`src/rtl/vadd_stream.sv`:
```
// Streaming per-lane add/sub/saturating-add with a 2-entry result FIFO and
// free-running cycle / handshake counters.
module vadd_stream #(
    parameter int unsigned LANES = 1,
    parameter int unsigned WIDTH = 32,
    parameter int unsigned CNT_W = 32
) (
    input  logic                     clock,
    input  logic                     reset,
    input  logic                     in_valid,
    output logic                     in_ready,
    input  logic [1:0]               in_op,
    input  logic [WIDTH*LANES-1:0]   in_a,
    input  logic [WIDTH*LANES-1:0]   in_b,
    output logic                     out_valid,
    input  logic                     out_ready,
    output logic [WIDTH*LANES-1:0]   out_y,
    output logic [LANES-1:0]         out_flag,
    output logic [CNT_W-1:0]         cycle_count,
    output logic [CNT_W-1:0]         txn_count
);

    localparam int unsigned DW = WIDTH * LANES;
    localparam logic [WIDTH-1:0] UMAX = '1;
    localparam logic [WIDTH-1:0] SMAX = {1'b0, {(WIDTH-1){1'b1}}};
    localparam logic [WIDTH-1:0] SMIN = {1'b1, {(WIDTH-1){1'b0}}};

    typedef enum logic [1:0] {
        OP_ADD  = 2'b00,
        OP_SUB  = 2'b01,
        OP_ADDS = 2'b10,
        OP_ADDU = 2'b11
    } op_e;

    logic [DW-1:0]    res_y_c;
    logic [LANES-1:0] res_flag_c;

    logic [DW-1:0]    head_y_q, head_y_d, tail_y_q, tail_y_d;
    logic [LANES-1:0] head_f_q, head_f_d, tail_f_q, tail_f_d;
    logic [1:0]       count_q, count_d;
    logic             in_ready_q, in_ready_d;
    logic             out_valid_q, out_valid_d;
    logic [CNT_W-1:0] cyc_q, cyc_d, txn_q, txn_d;
    logic             push_c, pop_c;

    // Per-lane arithmetic; lanes never share a carry.
    always_comb begin
        logic [WIDTH-1:0] a_l, b_l, y_l;
        logic [WIDTH:0]   sum_l, dif_l;
        logic             f_l, ovp_l, ovn_l;
        res_y_c    = '0;
        res_flag_c = '0;
        for (int unsigned i = 0; i < LANES; i++) begin
            a_l   = in_a[WIDTH*i +: WIDTH];
            b_l   = in_b[WIDTH*i +: WIDTH];
            sum_l = {1'b0, a_l} + {1'b0, b_l};
            dif_l = {1'b0, a_l} - {1'b0, b_l};
            ovp_l = ~a_l[WIDTH-1] & ~b_l[WIDTH-1] &  sum_l[WIDTH-1];
            ovn_l =  a_l[WIDTH-1] &  b_l[WIDTH-1] & ~sum_l[WIDTH-1];
            y_l   = sum_l[WIDTH-1:0];
            f_l   = 1'b0;
            case (op_e'(in_op))
                OP_ADD: begin
                    y_l = sum_l[WIDTH-1:0];
                    f_l = sum_l[WIDTH];
                end
                OP_SUB: begin
                    y_l = dif_l[WIDTH-1:0];
                    f_l = dif_l[WIDTH];
                end
                OP_ADDS: begin
                    y_l = ovp_l ? SMAX : (ovn_l ? SMIN : sum_l[WIDTH-1:0]);
                    f_l = ovp_l | ovn_l;
                end
                default: begin
                    y_l = sum_l[WIDTH] ? UMAX : sum_l[WIDTH-1:0];
                    f_l = sum_l[WIDTH];
                end
            endcase
            res_y_c[WIDTH*i +: WIDTH] = y_l;
            res_flag_c[i]             = f_l;
        end
    end

    assign push_c = in_valid & in_ready_q;
    assign pop_c  = out_valid_q & out_ready;

    // Shift FIFO: the head entry drives the outputs directly.
    always_comb begin
        head_y_d    = head_y_q;
        head_f_d    = head_f_q;
        tail_y_d    = tail_y_q;
        tail_f_d    = tail_f_q;
        count_d     = count_q;
        cyc_d       = cyc_q + CNT_W'(1);
        txn_d       = pop_c ? txn_q + CNT_W'(1) : txn_q;
        case (count_q)
            2'd0: begin
                if (push_c) begin
                    head_y_d = res_y_c;
                    head_f_d = res_flag_c;
                    count_d  = 2'd1;
                end
            end
            2'd1: begin
                if (push_c && pop_c) begin
                    head_y_d = res_y_c;
                    head_f_d = res_flag_c;
                end else if (push_c) begin
                    tail_y_d = res_y_c;
                    tail_f_d = res_flag_c;
                    count_d  = 2'd2;
                end else if (pop_c) begin
                    count_d  = 2'd0;
                end
            end
            default: begin
                if (pop_c) begin
                    head_y_d = tail_y_q;
                    head_f_d = tail_f_q;
                    count_d  = 2'd1;
                end
            end
        endcase
        in_ready_d  = (count_d != 2'd2);
        out_valid_d = (count_d != 2'd0);
    end

    always_ff @(posedge clock) begin
        if (reset) begin
            head_y_q    <= '0;
            head_f_q    <= '0;
            tail_y_q    <= '0;
            tail_f_q    <= '0;
            count_q     <= 2'd0;
            in_ready_q  <= 1'b1;
            out_valid_q <= 1'b0;
            cyc_q       <= '0;
            txn_q       <= '0;
        end else begin
            head_y_q    <= head_y_d;
            head_f_q    <= head_f_d;
            tail_y_q    <= tail_y_d;
            tail_f_q    <= tail_f_d;
            count_q     <= count_d;
            in_ready_q  <= in_ready_d;
            out_valid_q <= out_valid_d;
            cyc_q       <= cyc_d;
            txn_q       <= txn_d;
        end
    end

    assign in_ready    = in_ready_q;
    assign out_valid   = out_valid_q;
    assign out_y       = head_y_q;
    assign out_flag    = head_f_q;
    assign cycle_count = cyc_q;
    assign txn_count   = txn_q;

endmodule
```
`config.mk`:
```
export PLATFORM = sky130hd
export DESIGN_NAME = vadd_stream
export DESIGN_NICKNAME = d
export VERILOG_FILES = /design/src/rtl/vadd_stream.sv
export SDC_FILE = /design/constraint.sdc
export NUM_CORES = 1
export LEC_CHECK = 0
export BUFFER_PORTS_ARGS = -buffer_cell sky130_fd_sc_hd__buf_2
export CORE_UTILIZATION = 30
export CTS_BUF_LIST = sky130_fd_sc_hd__clkbuf_4 sky130_fd_sc_hd__clkbuf_8
export CTS_CLUSTER_SIZE = 16
export DETAILED_ROUTE_END_ITERATION = 8
export GPL_ROUTABILITY_DRIVEN = 1
export HOLD_SLACK_MARGIN = 0.15
export PLACE_DENSITY_LB_ADDON = 0.1
export SETUP_SLACK_MARGIN = 0.4
export SLEW_MARGIN = 30
export SYNTH_ARGS = -nofsm -noshare
export SYNTH_HDL_FRONTEND = slang
export SYNTH_SLANG_ARGS = --single-unit
```
`constraint.sdc`:
```
create_clock -name clock -period 3.3 [get_ports clock]
set_clock_uncertainty 0.2 [all_clocks]
set_input_delay 0 -clock clock [delete_from_list [all_inputs] [get_ports clock]]
set_output_delay 0 -clock clock [all_outputs]
set_load 0.01 [all_outputs]
```
== Word level (Yosys, flattened, before mapping) ==
Index checks and enable logic that the tools add are counted.

* Add/sub/neg operators: 4
* $mul: 0
* Divide/modulo/power cells: 0
* $lt $le $gt $ge: 0
* Eq/ne operators: 6
* Shifts and indexed selects: 0
* Mux-type cells: 19
* Bitwise operators: 11
* Reductions and logical operators: 7

{| class="wikitable"
|+ Operator list
! cell !! count
|-
| $mux 32 || 6
|-
| $pmux 32 s3 || 1
|-
| $add 32x1->32 const B || 2
|-
| $pmux 32 s2 || 1
|-
| $add 32x32->33 || 1
|-
| $sub 32x32->33 || 1
|-
| $mux 2 || 5
|-
| $and 1x1->1 || 6
|-
| $ne 2x2->1 const B || 3
|-
| $reduce_and 3->1 || 2
|-
| $eq 2x1->1 const B || 2
|-
| $logic_not 2->1 || 2
|-
| $not 1->1 || 4
|-
| $pmux 1 s2 || 2
|-
| $pmux 2 s2 || 1
|-
| $mux 1 || 3
|-
| $reduce_bool 3->1 || 1
|-
| $eq 2x2->1 const B || 1
|-
| $reduce_bool 2->1 || 1
|-
| $logic_and 1x1->1 || 1
|-
| $or 1x1->1 || 1
|}

* Bits in registers: 134
* Latch bits: 0
* Memory bits (writable): 0
* Bits in read-only memories: 0
* Input bits: 70
* Output and inout bits: 99
* Word-level logic and storage cells: 56
* Memories kept: 0

== Logic depth before layout (Yosys ltp) ==
Gate-level depths: netlist (run 1).

* Depth after elaboration: 8
* Gate-level depth with buffers: 16
* Mapped depth without buffers: 14

== Worst setup path after synthesis (run 1) ==
Ideal clock, no wire load.

* Kind: input -> register
* From: input in_b[6]
* To: register head_y_q[13], in the netlist out_y[13]
* Setup time: 0.132 ns
* Arrival: 2.890 ns
* Data required time: 2.968 ns
* Setup slack: 0.077 ns
* Stages: 14
* Path buffers: 1
* Path through: inv_1 > ha_1 > buf_4 > inv_4 > a2111oi_4 > a21oi_2 > a2111o_1 > and3_4 > or3_4 > a311o_1 > a22o_1 > a221o_1 > o211ai_2 > a21oi_1

* Longest elaborated chain between the ends: 8
* Elaborated cells on any way between the ends: 12
* Those cells by class: add/sub (2); mux (7); bitwise (3)

{| class="wikitable"
|+ RTL lines
! item !! line !! text
|-
| start: declaration || 14 || <nowiki>input logic [WIDTH*LANES-1:0] in_b,</nowiki>
|-
| $add 32x32->33 || 56 || <nowiki>sum_l = {1'b0, a_l} + {1'b0, b_l};</nowiki>
|-
| $not 1->1 || 59 || <nowiki>ovn_l = a_l[WIDTH-1] & b_l[WIDTH-1] & ~sum_l[WIDTH-1];</nowiki>
|-
| $and 1x1->1 || 59 ||
|-
| $mux 32 (2 in series) || 72 || <nowiki>y_l = ovp_l ? SMAX : (ovn_l ? SMIN : sum_l[WIDTH-1:0]);</nowiki>
|-
| $pmux 32 s3 (*) || 62 || <nowiki>case (op_e'(in_op))</nowiki>
|-
| $mux 32, on equally long branches || 106, 99 ||
|-
| $pmux 32 s2 (*) || 97 || <nowiki>case (count_q)</nowiki>
|-
| end signal: assignment || 141 || <nowiki>head_y_q <= head_y_d;</nowiki>
|-
| end: declaration || 38 || <nowiki>logic [DW-1:0] head_y_q, head_y_d, tail_y_q, tail_y_d;</nowiki>
|}

Every way passes the cells marked *; elsewhere a longest branch is shown, timed or not. The select of a mux whose other input is x is not followed.
A chain may end at the register's enable or synchronous reset.

== Worst setup path after layout (run 1) ==
Same ends and word-level chain as after synthesis.

==> results.txt, run 1 <==
outcome: finished clean
Synth async-reset ratio: 0%
remaining max-slew budget at the tightest pin: 53.5%
number of pins with negative max-slew slack in the final report: 0
number of antenna violations at the first check in global routing: 0
Unique masters post-synth: 75
HPWL after detailed placement: 26,600 um
setup violation total in the final timing report: 0
leading cell type by number of instances after synthesis: nor2_1
total instance count after detailed placement: 2,063
DRC violation count after routing: 0
Highest Clock Rate: 342 MHz
wire length of the first global-routing pass: 54,400 um
Worst setup endpoint: out_y[13]$_SDFFE_PP0P_
number of cells traversed by the worst register-to-register path: 7
worst min-delay path category: in -> reg
Final Hold Vio Count: 0
area occupied by registers: 2680 um^2
Num CTS Buffers: 17
ranking of synthesized cells by area: dfxtp_1 (27%), ha_1 (8.9%), a21oi_1 (7.4%), nor2_1 (6.3%), xnor2_1 (4.8%)
delay of the slowest cell on the worst path: 0.50 ns
number of enable flip-flop cells after synthesis: 0
flop2flop setup slack: 0.47 ns
die span in y: 184 um
Req. time, crit path: 3.42 ns
Critical Path, Cell by Cell: buf_8, inv_8, ha_4, inv_4, a2111oi_4, a21oi_4, a2111o_1, and3_4, or3_4, a311o_1, a22o_1, a221o_1, o211ai_2, a21oi_1
Initial DRT Pass Iterations: 5
most common flop cell mapped by yosys: dfxtp_1
part of the power in the clock network: 25.3%
TritonCTS clock tree: done
global route overflow: 0
GRT Util Overall: 20.1%
endpoint kind of the worst setup timing path: flop
arrival time of data at the critical path endpoint: 3.04 ns
post-detailed-route wirelength per cell: 16.4 um
share of post-route cells with drive strength above 1: 32.4%
starting density of the core: 30.5%
Worst setup SP type: primary input
Leak Pwr: 0.00605 uW
Switching Fraction: 38.4%
final std cells w/o fill: 2,123
Reg-to-Reg End: out_valid$_SDFF_PP0_
number of warning messages in the yosys log: 0
die outline area: 33,800 um^2
register clock-pin slew on the reported worst setup and hold paths: 0.09 ns
ratio of total power to cell area: 391 nW/um^2
register area share after synthesis: 27.0%
Yosys top cell area share: 27.0%
number of H-tree levels: 4
global placement routability congestion: 0.857
synthesized netlist net count: 1,480
Net Switching: 2100 uW
crit share post-route: 88.7%
Worst Max-Slew Pin Slew: 0.698 ns
Iteration-0 DRC Markers: 682
ratio of routed vias to standard cells: 5.07
Period minus WS final: 2.93 ns
RSZ-0062 raised after global routing: yes
cell with the biggest individual delay on the critical path: a2111o_1
fill count: 3,471
highest ir drop seen on vdd: 0.000215 V
die outline width: 184 um
I/O Buffers: 168
Maximum Capacitance Violations: 0
insertion delay to the later sink of the worst-skew pair: 0.44 ns
fraction of power consumed by sequential logic: 33.6%
synthesized area per cell: 7.43 um^2
via count of the first global-routing pass: 10.1k
Vias: 10.8k
Diodes inserted: 0
top cells by count, synth: nor2_1 (166), a21oi_1 (147), dfxtp_1 (134), nand2_1 (97)
Seq cells post-synth: 134
highest fanout seen on the critical path: 4
total standard cell area after synthesis: 9930 um^2
kind of critical path: in -> reg
worst r2r src: out_valid$_SDFF_PP0_
total core area: 32,500 um^2
synthesis-to-layout area growth: 40.9%
combinational power share: 41.1%
post-synth top area cell: dfxtp_1
CTS Buffer Depth: 2
I/O Pins: 169
maximum number of pins on one net before global-route repair: 64
hold_ws: 0.137 ns
Multi-input gate area: 7320 um^2
internal power of the cells: 3370 uW
final net count: 1,811
final routed wirelength across all metal layers: 34,900 um
clock tree sinks: 134
Clock Tree Root: clkbuf_8
Core Rows: 66
gate count after technology mapping: 1,337
worst setup path start: in_b[6]
remaining antenna violation count: 0
[how the worst min path moves through the flow]
stage,start,endpoint,slack [ns],depth (start not counted)
floorplan,in_valid,count_q[0]$_SDFF_PP0_,0.04,3
global placement,in_valid,count_q[0]$_SDFF_PP0_,0.19,4
detailed placement,in_valid,count_q[0]$_SDFF_PP0_,0.20,4
CTS,in_a[6],tail_y_q[6]$_SDFFE_PP0P_,0.16,7
global route,in_a[1],tail_y_q[1]$_SDFFE_PP0P_,0.16,7
finish,in_b[1],tail_y_q[1]$_SDFFE_PP0P_,0.14,7
[area by class of cell]
class | count | share of cell area [%]
multi-input combinational | 1045 | 52.3
timing repair buffer | 392 | 19.6
sequential | 134 | 19.2
tap | 442 | 3.95
inverter | 78 | 2.18
clock buffer | 17 | 1.67
clock inverter | 15 | 1.14
[per-stage QoR]
step,instance area (um^2),setup TNS (ns),setup WS [ns],power (uW),utilization [%]
global placement,12600,-5.04,-0.354,3860,38.8
detailed placement,12600,-4.58,-0.316,3860,38.8
floorplan,10100,0,0.172,3000,-
finish,14000,0,0.374,5470,43.0
CTS,13400,0,0.343,5350,41.3
global route,14000,0,0.303,5800,43.0
[routing by layer]
layer	track usage, %	wire [um]	up-vias
li1	-	-	5428
met1	29.4	17700	5084
met2	31.6	15600	243
met3	2.40	1340	19
met4	3.67	229	0
met5	0	0	-
[registers in the layout, indices dropped and copies added (netlist names)]
register / flops
in_ready: 1
tail_f_q: 1
out_y: 32
out_valid: 1
cycle_count: 32
count_q: 2
txn_count: 32
tail_y_q: 32
out_flag: 1
[logic make-up (layout without fill, tap and decap cells)]
logic type               Yosys count  count (layout)  synth area share, %
buffers and inverters            158             502                 6.27
AND/OR/NAND/NOR                  458             458                 21.7
XOR/XNOR                          96              96                 8.47
multiplexers                       6               6                0.605
flip-flops                       134             134                 27.0
AO/OA/AOI/OAI                    412             412                 26.6
adder cells (fa/ha/maj)           73              73                 9.35
[critical path: cells and delay by family]
family                   cells  cell delay [ns]
AND/OR/NAND/NOR              2             0.60
buffers and inverters        3             0.17
AO/OA/AOI/OAI                8             2.00
adder cells (fa/ha/maj)      1             0.28
[power by group through the flow]
stage	clock network, uW	registers (uW)	logic [uW]
after floorplan	0	1880	1120
final	1380	1830	2250
after global placement	0	1870	1990
after detailed placement	0	1870	1990
after CTS	1430	1830	2090
after global routing	1520	1850	2440
[cells in the final DEF, fill, tap and decap left out, drive strengths merged, types with 15 or more instances in the layout]
cell type    netlist  layout
o21bai            16      16
a21oi            148     148
clkbuf            57      19
inv               78      88
o31ai             18      18
a211oi            24      24
nand3             38      38
xor2              42      42
buf               23     375
ha                71      71
dlygate4sd3        0      15
xnor2             54      54
nor3              36      36
nand2b            18      18
or3               21      21
and3              19      19
o21ai             85      85
dfxtp            134     134
a31oi             15      15
nor2             166     166
a221oi            15      15
nand2             97      97
[timing repair]
item | in CTS | in global routing
setup endpoints to repair | 30 | 63
hold endpoints to repair | 64 | 0
pin swaps | 24 | 50
gates resized for setup | 43 | 103
buffers inserted | 2 | 6
cloned | 1 | 3
hold buffers | 16 | 0
Note: power is estimated with default switching activity, not from simulation.
==> run 2, diff against run 1 <==
--- a/config.mk
+++ b/config.mk
@@ -5,6 +5,7 @@
 export SDC_FILE = /design/constraint.sdc
 export NUM_CORES = 1
 export LEC_CHECK = 0
+export ABC_AREA = 1
 export BUFFER_PORTS_ARGS = -buffer_cell sky130_fd_sc_hd__buf_2
 export CORE_UTILIZATION = 30
 export CTS_BUF_LIST = sky130_fd_sc_hd__clkbuf_4 sky130_fd_sc_hd__clkbuf_8
@@ -13,6 +14,7 @@
 export GPL_ROUTABILITY_DRIVEN = 1
 export HOLD_SLACK_MARGIN = 0.15
 export PLACE_DENSITY_LB_ADDON = 0.1
+export REMOVE_ABC_BUFFERS = 1
 export SETUP_SLACK_MARGIN = 0.4
 export SLEW_MARGIN = 30
 export SYNTH_ARGS = -nofsm -noshare
==> run 2 against run 1 <==
Net effect: register-to-register slack better by 0.23 ns; synthesized cell count rose by 56%; combinational power decreased by 18%; total power down 6.3%; final area grew 1.9%; synthesized area increased by 22%; wire length up 18%; global-route usage about the same; sequential cell count unchanged; largest cell class unchanged.
==> results.txt, run 2 <==
GRT Util Overall: 20.2%
TritonCTS clock tree: done
kind of critical path: in -> reg
Yosys top cell area share: 22.1%
global route overflow: 0
final net count: 2,396
Seq cells post-synth: 134
starting density of the core: 30.5%
global placement routability congestion: 0.866
I/O Pins: 169
Reg-to-Reg End: cycle_count[24]$_SDFF_PP0_
total standard cell area after synthesis: 12,100 um^2
Leak Pwr: 0.00734 uW
total core area: 39,800 um^2
synthesis-to-layout area growth: 17.5%
DRC violation count after routing: 0
number of H-tree levels: 4
I/O Buffers: 168
Highest Clock Rate: 356 MHz
number of antenna violations at the first check in global routing: 0
Vias: 13.1k
ratio of routed vias to standard cells: 4.68
outcome: finished clean
highest-count cells in the layout ignoring fill and taps: nand2_1 (641), inv_1 (287), nor2_1 (251), buf_2 (168), a21oi_1 (133)
number of enable flip-flop cells after synthesis: 0
die outline area: 41,300 um^2
register area share after synthesis: 22.1%
arrival time of data at the critical path endpoint: 3.00 ns
Final Hold Vio Count: 0
Setup TNS: 0 ns
RSZ-0062 raised after global routing: yes
most common flop cell mapped by yosys: dfxtp_1
via count of the first global-routing pass: 12.2k
final routed wirelength across all metal layers: 41,200 um
die outline width: 203 um
highest ir drop seen on vdd: 0.000232 V
Synth async-reset ratio: 0%
ratio of total power to cell area: 359 nW/um^2
endpoint kind of the worst setup timing path: flop
worst min-delay path category: in -> reg
Worst setup SP type: primary input
total instance count after detailed placement: 2,731
flop2flop setup slack: 0.70 ns
number of warning messages in the yosys log: 0
setup violation total in the final timing report: 0
maximum number of pins on one net before global-route repair: 68
hold_sp: in_a[8]
Maximum Capacitance Violations: 0
Initial DRT Pass Iterations: 5
worst r2r src: cycle_count[0]$_SDFF_PP0_
Unique masters post-synth: 52
Num CTS Buffers: 17
remaining antenna violation count: 0
top cells by count, synth: nand2_1 (643), inv_1 (289), nor2_1 (254), a21oi_1 (134), dfxtp_1 (134)
die span in y: 203 um
share of post-route cells with drive strength above 1: 16.8%
instance area after placement: 13,500 um^2
insertion delay to the later sink of the worst-skew pair: 0.47 ns
leading cell type by number of instances after synthesis: nand2_1
Iteration-0 DRC Markers: 816
Period minus WS final: 2.81 ns
Clock Tree Root: clkbuf_8
CTS Buffer Depth: 2
worst setup path start: in_op[1]
number of cells traversed by the worst register-to-register path: 16
Core Rows: 73
register clock-pin slew on the reported worst setup and hold paths: 0.07 ns
gate count after technology mapping: 2,084
post-synth top area cell: dfxtp_1
crit share post-route: 85.1%
remaining max-slew budget at the tightest pin: 44.0%
commonest non-fill, non-tap cell in the layout: nand2_1
Final Instance Area: 14,300 um^2
post-detailed-route wirelength per cell: 14.8 um
wire length of the first global-routing pass: 65,600 um
Worst Max-Slew Pin Slew: 0.837 ns
HPWL after detailed placement: 33,100 um
Diodes inserted: 0
highest fanout seen on the critical path: 9
final std cells w/o fill: 2,791
number of pins with negative max-slew slack in the final report: 0
Req. time, crit path: 3.50 ns
hold-critical path depth: 6
synthesized area per cell: 5.82 um^2
Worst setup endpoint: out_flag$_SDFFE_PP0P_
sum of internal, switching and leakage power: 5120 uW
ranking of synthesized cells by area: dfxtp_1 (22%), nand2_1 (20%), inv_1 (8.9%), nor2_1 (7.9%), ha_1 (7.3%)
clock tree sinks: 134
-- run 2: changes by cell type after synthesis, sizes merged, moves of 19 or more --
cell   before  now
nand2      97  680
inv        78  309
nor2      166  274
nand3      38  121
xnor2      54    2
or3        21    1
and3       19    0
-- run 2: through the flow --
step | util [%] | hold WS [ns] | worst slack (ns)
final | 35.8 | 0.197 | 0.493
after global routing | 35.8 | 0.226 | 0.365
after CTS | 35.4 | 0.153 | 0.479
after detailed placement | 33.8 | 0.219 | -0.00583
after global placement | 33.8 | 0.214 | -0.0303
after floorplan | - | -0.138 | -1.23
-- run 2: repair_timing --
item                                    CTS  global route
endpoints found under the setup margin    0            17
setup buffers                             0             9
endpoints found under the hold margin   103             0
hold buffers                             18             0
gates resized for setup                   0            20
-- run 2: worst min path at each step --
stage | to | slack, ns
finish | tail_y_q[8]$_SDFFE_PP0P_ | 0.20
global route | tail_y_q[28]$_SDFFE_PP0P_ | 0.23
global placement | txn_count[31] | 0.21
detailed placement | txn_count[31] | 0.22
CTS | tail_y_q[8]$_SDFFE_PP0P_ | 0.15
floorplan | out_y[10]$_SDFFE_PP0P_ | -0.14
-- run 2: cell families after synthesis --
kind of cell | Yosys count | share of synthesized area (%)
xor gates and xnor gates | 27 | 1.95
DFF | 134 | 22.1
buffers and inverters | 390 | 13.5
and+or+nand+nor | 1182 | 41.7
AOI/OAI and AO/OA | 278 | 13.1
adders and majority gates | 73 | 7.65
-- run 2: report_power, final --
part	switching (uW)	leakage [uW]	internal [uW]
clock network	646	0.000225	884
logic	1220	0.00602	616
registers	48.5	0.00109	1710
-- run 2: layout make-up --
class	instances	area, um^2
sequential	134	2690
inverter	312	1170
tap	525	657
fill	4604	25600
multi-input combinational	1560	7920
clock buffer	25	332
timing repair buffer	228	1380
clock inverter	7	115
-- run 2: metal layers --
layer  wire (um)  vias up  GRT usage [%]
met5           0        -              0
met4         675        0           5.40
met3        1210       32           2.09
met2       19000      266           33.7
met1       20400     5884           27.4
li1            -     6872              -
-- run 2: worst max-delay path: stages --
cell and delay, ns:
dlygate4sd3_1 0.53, buf_2 0.14, inv_1 0.07, ha_1 0.17, clkinv_1 0.42, a211oi_1 0.45
nand4_1 0.20, nand4_1 0.16, dlygate4sd3_1 0.57, nand2_1 0.07, nand2_1 0.06, nand2_1 0.06
a21oi_1 0.10
